**config.mk**
```make
export PLATFORM = sky130hd
export DESIGN_NAME = system_run_ctrl_flat
export DESIGN_NICKNAME = d
export VERILOG_FILES = /design/src/rtl/system_run_ctrl_if.sv /design/src/rtl/system_run_ctrl.sv /design/src/flat_wrapper.sv
export SDC_FILE = /design/constraint.sdc
export NUM_CORES = 1
export LEC_CHECK = 0
export CELL_PAD_IN_SITES_DETAIL_PLACEMENT = 1
export CELL_PAD_IN_SITES_GLOBAL_PLACEMENT = 2
export CORE_UTILIZATION = 31
export CTS_CLUSTER_SIZE = 16
export DETAILED_ROUTE_END_ITERATION = 6
export GPL_TIMING_DRIVEN = 0
export MAX_ROUTING_LAYER = met4
export PLACE_DENSITY_LB_ADDON = 0.08
export SETUP_SLACK_MARGIN = 0.2
export SYNTH_ARGS = -nofsm -noshare
export SYNTH_HDL_FRONTEND = slang
export SYNTH_SLANG_ARGS = --single-unit
```
**constraint.sdc**
```tcl
create_clock -name clk -period 3.4 [get_ports clk]
set_input_delay 0.85 -clock clk [delete_from_list [all_inputs] [get_ports clk]]
set_output_delay 0.85 -clock clk [all_outputs]
set_load 0.02 [all_outputs]
```
**src/rtl/system_run_ctrl_if.sv**
```systemverilog
// rtl/system_run_ctrl_if.sv - request/status bundle between run controller and its master
//
// Purpose: groups the run-control requests, per-hart strobes and the controller's
//          status outputs into one bundle.
// Signals:
//   run_req, step_req, halt_req, sw_rst_req   master -> ctrl  one-cycle request pulses
//   hart_mask                                 master -> ctrl  participating harts
//   hart_retire, hart_halt                    harts  -> ctrl  retire strobe / halt level
//   hart_nrst, hart_en                        ctrl   -> harts per-hart reset / execute enable
//   state, cycle_cnt, instret_cnt, wdt_err    ctrl   -> master status
// Modports: master (request side), slave (controller side).

interface system_run_ctrl_if #(
    parameter int NUM_HARTS = 1,
    parameter int CNT_W     = 32
) ();
    logic                 run_req;
    logic                 step_req;
    logic                 halt_req;
    logic                 sw_rst_req;
    logic [NUM_HARTS-1:0] hart_mask;
    logic [NUM_HARTS-1:0] hart_retire;
    logic [NUM_HARTS-1:0] hart_halt;
    logic [NUM_HARTS-1:0] hart_nrst;
    logic [NUM_HARTS-1:0] hart_en;
    logic [1:0]           state;
    logic [CNT_W-1:0]     cycle_cnt;
    logic [CNT_W-1:0]     instret_cnt;
    logic                 wdt_err;

    modport master (
        output run_req, step_req, halt_req, sw_rst_req, hart_mask, hart_retire, hart_halt,
        input  hart_nrst, hart_en, state, cycle_cnt, instret_cnt, wdt_err
    );

    modport slave (
        input  run_req, step_req, halt_req, sw_rst_req, hart_mask, hart_retire, hart_halt,
        output hart_nrst, hart_en, state, cycle_cnt, instret_cnt, wdt_err
    );
endinterface

```
**src/rtl/system_run_ctrl.sv**
```systemverilog
// rtl/system_run_ctrl.sv - multi-hart run controller: reset sequencing, run/step gating, counters
//
// Purpose: holds all harts in reset for RST_HOLD_CYCLES after power-up or a software
//          reset, then gates the datapath harts through IDLE / RUN / STEP and keeps
//          cycle and retired-instruction counters.
// Ports:
//   clk    system clock, rising edge
//   nrst   asynchronous active-low reset
//   bus    system_run_ctrl_if.slave (requests, hart strobes, hart_nrst/hart_en, status)
// Optional feature: define SYSTEM_WDT_EN to build the no-retire watchdog; without it
//          wdt_err is tied low and WDT_CYCLES is unused.

module system_run_ctrl #(
    parameter int NUM_HARTS       = 1,
    parameter int RST_HOLD_CYCLES = 4,
    parameter int CNT_W           = 32,
    parameter int WDT_CYCLES      = 1024
) (
    input  logic              clk,
    input  logic              nrst,
    system_run_ctrl_if.slave  bus
);

    localparam logic [1:0] ST_RESET = 2'b00;
    localparam logic [1:0] ST_IDLE  = 2'b01;
    localparam logic [1:0] ST_RUN   = 2'b10;
    localparam logic [1:0] ST_STEP  = 2'b11;

    // Hold counter only needs to reach RST_HOLD_CYCLES-1.
    localparam int HOLD_W = (RST_HOLD_CYCLES < 2) ? 1 : $clog2(RST_HOLD_CYCLES);
    localparam logic [HOLD_W-1:0] HOLD_LAST = HOLD_W'(RST_HOLD_CYCLES - 1);

    logic [1:0]           state_q,   state_d;
    logic [HOLD_W-1:0]    hold_q,    hold_d;
    logic [NUM_HARTS-1:0] mask_q,    mask_d;
    logic [NUM_HARTS-1:0] done_q,    done_d;
    logic [CNT_W-1:0]     cycle_q,   cycle_d;
    logic [CNT_W-1:0]     instret_q, instret_d;

    logic [NUM_HARTS-1:0] hart_en;
    logic [NUM_HARTS-1:0] counted;
    logic [NUM_HARTS-1:0] done_set;
    logic [CNT_W-1:0]     retire_num;
    logic                 active;
    logic                 accept;
    logic                 wdt_timeout;

    // Enables depend only on registered state, so a request sampled at one edge
    // shows up on hart_en in the following cycle.
    always_comb begin
        hart_en = '0;
        case (state_q)
            ST_RUN:  hart_en = mask_q;
            ST_STEP: hart_en = mask_q & ~done_q;
            default: hart_en = '0;
        endcase
    end

    assign active  = (state_q == ST_RUN) || (state_q == ST_STEP);
    // A retire strobe from a stalled hart is neither counted nor marks it done.
    assign counted = bus.hart_retire & hart_en;

    always_comb begin
        retire_num = '0;
        for (int i = 0; i < NUM_HARTS; i++) begin
            retire_num = retire_num + CNT_W'(counted[i]);
        end
    end

    always_comb begin
        state_d   = state_q;
        hold_d    = hold_q;
        mask_d    = mask_q;
        done_d    = done_q;
        accept    = 1'b0;
        done_set  = done_q | counted | (bus.hart_halt & mask_q);
        cycle_d   = cycle_q + CNT_W'(active);
        instret_d = instret_q + retire_num;

        case (state_q)
            ST_RESET: begin
                if (hold_q == HOLD_LAST) begin
                    state_d = ST_IDLE;
                end else begin
                    hold_d = hold_q + 1'b1;
                end
            end
            ST_IDLE: begin
                // halt_req outranks run/step; an empty mask makes the request a no-op.
                if (!bus.halt_req && (|bus.hart_mask) && (bus.run_req || bus.step_req)) begin
                    state_d = bus.run_req ? ST_RUN : ST_STEP;
                    mask_d  = bus.hart_mask;
                    done_d  = '0;
                    accept  = 1'b1;
                end
            end
            ST_RUN: begin
                if (bus.halt_req || ((bus.hart_halt & mask_q) == mask_q) || wdt_timeout) begin
                    state_d = ST_IDLE;
                end
            end
            default: begin
                done_d = done_set;
                if (bus.halt_req || ((done_set & mask_q) == mask_q) || wdt_timeout) begin
                    state_d = ST_IDLE;
                end
            end
        endcase

        // Software reset overrides everything and restarts the hold sequence.
        if (bus.sw_rst_req) begin
            state_d   = ST_RESET;
            hold_d    = '0;
            mask_d    = '0;
            done_d    = '0;
            cycle_d   = '0;
            instret_d = '0;
            accept    = 1'b0;
        end
    end

    always_ff @(posedge clk or negedge nrst) begin
        if (!nrst) begin
            state_q   <= ST_RESET;
            hold_q    <= '0;
            mask_q    <= '0;
            done_q    <= '0;
            cycle_q   <= '0;
            instret_q <= '0;
        end else begin
            state_q   <= state_d;
            hold_q    <= hold_d;
            mask_q    <= mask_d;
            done_q    <= done_d;
            cycle_q   <= cycle_d;
            instret_q <= instret_d;
        end
    end

`ifdef SYSTEM_WDT_EN
    localparam int WDT_W = $clog2(WDT_CYCLES + 1);

    logic [WDT_W-1:0] wdt_q, wdt_d;
    logic             wdt_err_q;

    // Counts consecutive RUN/STEP cycles without a counted retire.
    always_comb begin
        wdt_timeout = 1'b0;
        wdt_d       = wdt_q;
        if (!active || (|counted)) begin
            wdt_d = '0;
        end else if ((wdt_q + 1'b1) == WDT_W'(WDT_CYCLES)) begin
            wdt_timeout = 1'b1;
            wdt_d       = '0;
        end else begin
            wdt_d = wdt_q + 1'b1;
        end
    end

    always_ff @(posedge clk or negedge nrst) begin
        if (!nrst) begin
            wdt_q     <= '0;
            wdt_err_q <= 1'b0;
        end else begin
            wdt_q <= bus.sw_rst_req ? '0 : wdt_d;
            if (bus.sw_rst_req || accept) begin
                wdt_err_q <= 1'b0;
            end else if (wdt_timeout) begin
                wdt_err_q <= 1'b1;
            end
        end
    end

    assign bus.wdt_err = wdt_err_q;
`else
    logic unused_ok;
    assign wdt_timeout = 1'b0;
    assign bus.wdt_err = 1'b0;
    assign unused_ok   = accept ^ (WDT_CYCLES != 0);
`endif

    assign bus.state       = state_q;
    assign bus.hart_en     = hart_en;
    assign bus.hart_nrst   = (state_q == ST_RESET) ? '0 : '1;
    assign bus.cycle_cnt   = cycle_q;
    assign bus.instret_cnt = instret_q;

endmodule

```
**src/flat_wrapper.sv**
```systemverilog
// flat-port wrapper written by rule: the top's interface ports become plain ports
module system_run_ctrl_flat 
#(
    parameter int NUM_HARTS       = 1,
    parameter int RST_HOLD_CYCLES = 4,
    parameter int CNT_W           = 32,
    parameter int WDT_CYCLES      = 1024
)
  (clk, nrst, bus_run_req, bus_step_req, bus_halt_req, bus_sw_rst_req, bus_hart_mask, bus_hart_retire, bus_hart_halt, bus_hart_nrst, bus_hart_en, bus_state, bus_cycle_cnt, bus_instret_cnt, bus_wdt_err);
  system_run_ctrl_if #(.NUM_HARTS(NUM_HARTS), .CNT_W(CNT_W)) bus_i ();
  input  logic clk;
  input  logic nrst;
  input wire logic [$bits(bus_i.run_req)-1:0] bus_run_req;
  input wire logic [$bits(bus_i.step_req)-1:0] bus_step_req;
  input wire logic [$bits(bus_i.halt_req)-1:0] bus_halt_req;
  input wire logic [$bits(bus_i.sw_rst_req)-1:0] bus_sw_rst_req;
  input wire logic [$bits(bus_i.hart_mask)-1:0] bus_hart_mask;
  input wire logic [$bits(bus_i.hart_retire)-1:0] bus_hart_retire;
  input wire logic [$bits(bus_i.hart_halt)-1:0] bus_hart_halt;
  output wire logic [$bits(bus_i.hart_nrst)-1:0] bus_hart_nrst;
  output wire logic [$bits(bus_i.hart_en)-1:0] bus_hart_en;
  output wire logic [$bits(bus_i.state)-1:0] bus_state;
  output wire logic [$bits(bus_i.cycle_cnt)-1:0] bus_cycle_cnt;
  output wire logic [$bits(bus_i.instret_cnt)-1:0] bus_instret_cnt;
  output wire logic [$bits(bus_i.wdt_err)-1:0] bus_wdt_err;
  assign bus_i.run_req = bus_run_req;
  assign bus_i.step_req = bus_step_req;
  assign bus_i.halt_req = bus_halt_req;
  assign bus_i.sw_rst_req = bus_sw_rst_req;
  assign bus_i.hart_mask = bus_hart_mask;
  assign bus_i.hart_retire = bus_hart_retire;
  assign bus_i.hart_halt = bus_hart_halt;
  assign bus_hart_nrst = bus_i.hart_nrst;
  assign bus_hart_en = bus_i.hart_en;
  assign bus_state = bus_i.state;
  assign bus_cycle_cnt = bus_i.cycle_cnt;
  assign bus_instret_cnt = bus_i.instret_cnt;
  assign bus_wdt_err = bus_i.wdt_err;
  system_run_ctrl #(.NUM_HARTS(NUM_HARTS), .RST_HOLD_CYCLES(RST_HOLD_CYCLES), .CNT_W(CNT_W), .WDT_CYCLES(WDT_CYCLES)) u_core (.clk(clk), .nrst(nrst), .bus(bus_i));
endmodule
```
==> reports/metrics.sh, run 1 <==
STATUS='finished, final reports clean'
NUMBER_OF_INSTANCES_IN_THE_SYNTHESIZED_NETLIST=381
HP-CLASS='in -> async'
VIAS_PER_CELL=5.43
POST-DP-HPWL_MICRONS=7340
FINAL_COMMON_CELL='clkdlybuf4s50_1'
LAYOUT_WORST_PATH_CYCLE_SHARE_PCT=89.6
DRCVIOLATIONCOUNT=0
CTSHTREEMAXLEVEL=3
FINAL.FILL_COUNT=1315
CP-STARTPOINT='bus_hart_retire'
CTS_ROOT_BUFFER='clkbuf_16'
GPL.FINAL_WEIGHTED_CONGESTION=0.737
CLK_PIN_SLEW_WORST_PATHS_NS=0.05
GRT_REMAINING_OVERFLOW=0
WORST_SKEW_PAIR.LATE_LATENCY_NS=0.34
CORE_AREA_SQ_MM=0.0115
P_PER_CELL_AREA_mW_PER_MM2=377
INSERTEDDIODECOUNT=0
SYNTHESIS.AREA_SQ_MM=0.00368
HOLDWS_NS=0.433
END_KIND='flip-flop'
REG2REG_DEPTH=10
ROWS=39
NUMBER_OF_ITERATIONS_IN_THE_FIRST_DETAILED_ROUTING_PASS=4
BUFFER_PORTS.INSERTED=76
SYNTH_SEQUENTIAL_AREA_RATIO_PCT=47.6
MET3_LENGTH_MICRONS=347
SYN_NETS=395
GRT_FIRST_PASS_WIRELENGTH_MICRONS=18000
GROUTE.USAGE.OVERALL_PCT=18.9
TIGHTEST_SLEW_NS=0.897
SYNTH.AVG_CELL_AREA_SQ_UM=9.65
SETUP.WORST_PATH.END='u_core.bus.instret_cnt[24]'
WORST_CLOCK_SKEW_NS=0.00535
FINALSETUPVIOLATIONS=0
WORST_EP_ARRIVAL_TIME_NS=3.30
FIN_WS_NS=0.355
DIE_AREA_SQ_MM=0.0123
CRIT_PATH_MAX_INCR_DELAY_NS=0.52
CTS-BUFFERS-INSERTED=9
RR_ENDPOINT='u_core.bus.instret_cnt[24]'
MAX_CAP_VIOL_COUNT=0
DRT_MET1_WL_MICRONS=5080
CRIT_REQUIRED_NS=3.66
RR_STARTPOINT='u_core.bus.state[1]'
HOLD_VIOL_FINAL=0
TRITONCTS='built'
CELL_VARIETY_AFTER_SYNTH=40
CTS_MAX_PATH_BUFFERS=2
FLOORPLAN.DIE.WIDTH_MICRONS=111
CRIT_PATH_TOP_DELAY_CELL='or4_4'
DETAILEDPLACE.WORSTSLACK_NS=-0.207
SLEW_HEADROOM_PCT=39.7
DESIGN.PORTCOUNT=78
TOTAL_POWER_mW=1.86
LEAKAGEPOWER_nW=1.86
CELL_AREA_REPORTED_AFTER_DETAILED_PLACEMENT_SQ_MM=0.00464
SYNTH.FF_LATCH_COUNT=70
WORST-SETUP-PATH-TYPE='in -> reg'
TIMING_MAX_TRANSITION_VIOLATIONS_FINAL=0
COUNT_OF_ANTENNA_VIOLATING_NETS_LEFT_AFTER_DETAILED_ROUTING=0
FIRST_ITER_VIOLATIONS=114
MET2_LENGTH_MICRONS=4890
START_UTIL_PCT=32.1
TOP_LAYER_USED='met4'
YS_WARN_COUNT=0
WORST_IR_DROP_ON_VDD_mV=0.285
SETUP.REG_TO_REG.WORST_SLACK_NS=0.60
POST_ROUTE_CELLS_DRIVE_ABOVE_1_SHARE_PCT=8.44
POSTLAYOUTCOREUTIL_PCT=43.0
LARGEST_NET_DEGREE_AT_THE_START_OF_GLOBAL_ROUTING=46
INITIAL_ANTENNA_VIOLATION_COUNT=0
TIMING.CRITICAL_PATH.CELLS='clkdlybuf4s50_1 -> and2_1 -> ha_2 -> ha_4 -> nand4_4 -> or4_4 -> buf_6 -> or4_1 -> a21oi_1'
NUMBER_OF_GLOBAL_ROUTE_VIAS_BEFORE_REPAIR=3501
WORSTPATHMAXFANOUT=10
WORSTSETUPSTARTPOINTTYPE='input pin'
FINALWORSTPATHREQUIREDPERIOD_NS=3.05
RSZ0062_AT_GRT='false'
WIRELENGTH_MICRONS=10500
DIE_H_MICRONS=111
FINAL_AREA_SQ_MM=0.00493
CLOCK_SINKS=70
WL_PER_CELL_MICRONS=17.0
FINALNETCOUNT=484
HIGHEST_CLOCK_RATE_GHz=0.328
MOSTFREQUENTLAYOUTCELLS='clkdlybuf4s50_1 (75), dfrtp_1 (70), a21oi_1 (36), nor2_1 (36), nand4_1 (21)'
ROUTED-VIA-COUNT=3352
FLOW.AREA_GROWTH_FROM_SYNTHESIS_PCT=34.1
[layer usage]
| metal | GRT usage (%) | up-vias |
|---|---|---|
| li1 | - | 1584 |
| met3 | 3.77 | 12 |
| met2 | 28.9 | 59 |
| met1 | 24.5 | 1697 |
| met4 | 8.00 | 0 |
| met5 | - | - |
[cell families (layout without fill, tap and decap cells)]
logic type	after synthesis	after routing	synth area share [%]
multiplexers	5	5	1.50
adder cells (fa/ha/maj)	5	5	1.70
AND/OR/NAND/NOR	173	173	27.2
XOR/XNOR	24	24	5.71
flip-flops	70	70	47.6
buffers and inverters	28	121	4.22
AO/OA/AOI/OAI	75	75	11.9
other	1	1	0.102
[repair_timing]
action / CTS / global route
setup endpoints to repair: 3 / 3
endpoints found under the hold margin: 0 / 0
resized for setup: 1 / 2
pin swaps: 0 / 0
hold buffers: 0 / 0
buffers inserted: 1 / 0
[worst min path at each step]
stage / startpoint / end / slack, ns
2_1_floorplan: u_core.mask_q / u_core.mask_q / 0.49
4_1_cts: nrst / u_core.bus.instret_cnt[9] / 0.44
3_5_place_dp: u_core.hold_q[1] / u_core.hold_q[1] / 0.53
5_1_grt: nrst / u_core.bus.instret_cnt[9] / 0.46
3_3_place_gp: u_core.hold_q[1] / u_core.hold_q[1] / 0.51
6_report: nrst / u_core.bus.instret_cnt[9] / 0.43
[cell type report]
class	instances	area, sq um	share of cell area (%)
multi-input combinational	283	1790	36.2
buffer	17	114	2.31
tap	143	179	3.63
clock inverter	1	5.00	0.101
timing repair buffer	78	793	16.1
clock buffer	14	264	5.35
sequential	70	1750	35.5
inverter	11	41.3	0.837
[synthesized netlist by cell type]
master    number  area, sq um
clkbuf_8       3         41.3
nor3_1         8         40.0
a31o_2         2         17.5
nand4_4        1         21.3
conb_1         1         3.75
or4b_1         1         10.0
and3_1         6         37.5
or2_2          3         18.8
or4_1         18          135
mux2i_1        1         10.0
or3_2          2         15.0
nand4_2        1         12.5
and4_1         6         52.6
inv_1         11         41.3
clkbuf_1      10         37.5
or3_1         14         87.6
clkbuf_2       1         5.00
nor2_1        36          135
o31ai_1       18          135
nor2b_1        8         50.1
xor2_1         5         43.8
or4_4          1         11.3
nand3_2        1         10.0
nand2_1       15         56.3
xnor2_1       19          166
nand4_1       21          131
a221oi_1       1         8.76
dfrtp_1       70         1750
nand3_1       19         95.1
ha_1           5         62.6
o211a_1        1         10.0
mux2_2         4         45.0
buf_4          1         7.51
a21oi_1       36          180
and2_1         2         12.5
buf_6          2         22.5
nor4_2         1         12.5
o21ai_0       16         80.1
nor4_1         9         56.3
o21bai_1       1         7.51
[critical path, delay by kind of cell]
family | cells | cell delay, ns
compound gates | 1 | 0.16
fa+ha+maj | 2 | 0.38
buf+inv | 2 | 0.66
simple gates | 4 | 1.25
[metrics by stage]
stage	instances	setup TNS, ns
after floorplan	381	0
after global placement	600	-89.43
after detailed placement	601	-0.834
after CTS	617	0
after global routing	617	0
final	617	0
[sequential cells by signal, summed over array words and instances, names as in the netlist]
signal,flops
u_core.bus.cycle_cnt,32
u_core.bus.instret_cnt,32
u_core.bus.state,2
u_core.mask_q,1
u_core.hold_q,2
u_core.done_q,1
[power by group]
group          internal [mW]  total (mW)  switching (mW)  leakage (nW)
sequential             0.847       0.859          0.0125         0.976
clock                  0.529       0.879           0.350         0.133
combinational         0.0530       0.123          0.0698         0.747
total                   1.43        1.86           0.432          1.86
No activity file was read; power rests on OpenSTA's default activity.
==> inputs of run 2 (changes only) <==
- HOLD_SLACK_MARGIN: unset -> 0.15
==> results of run 2 <==
The final DEF is identical to that of run 1; final timing and power are the same.
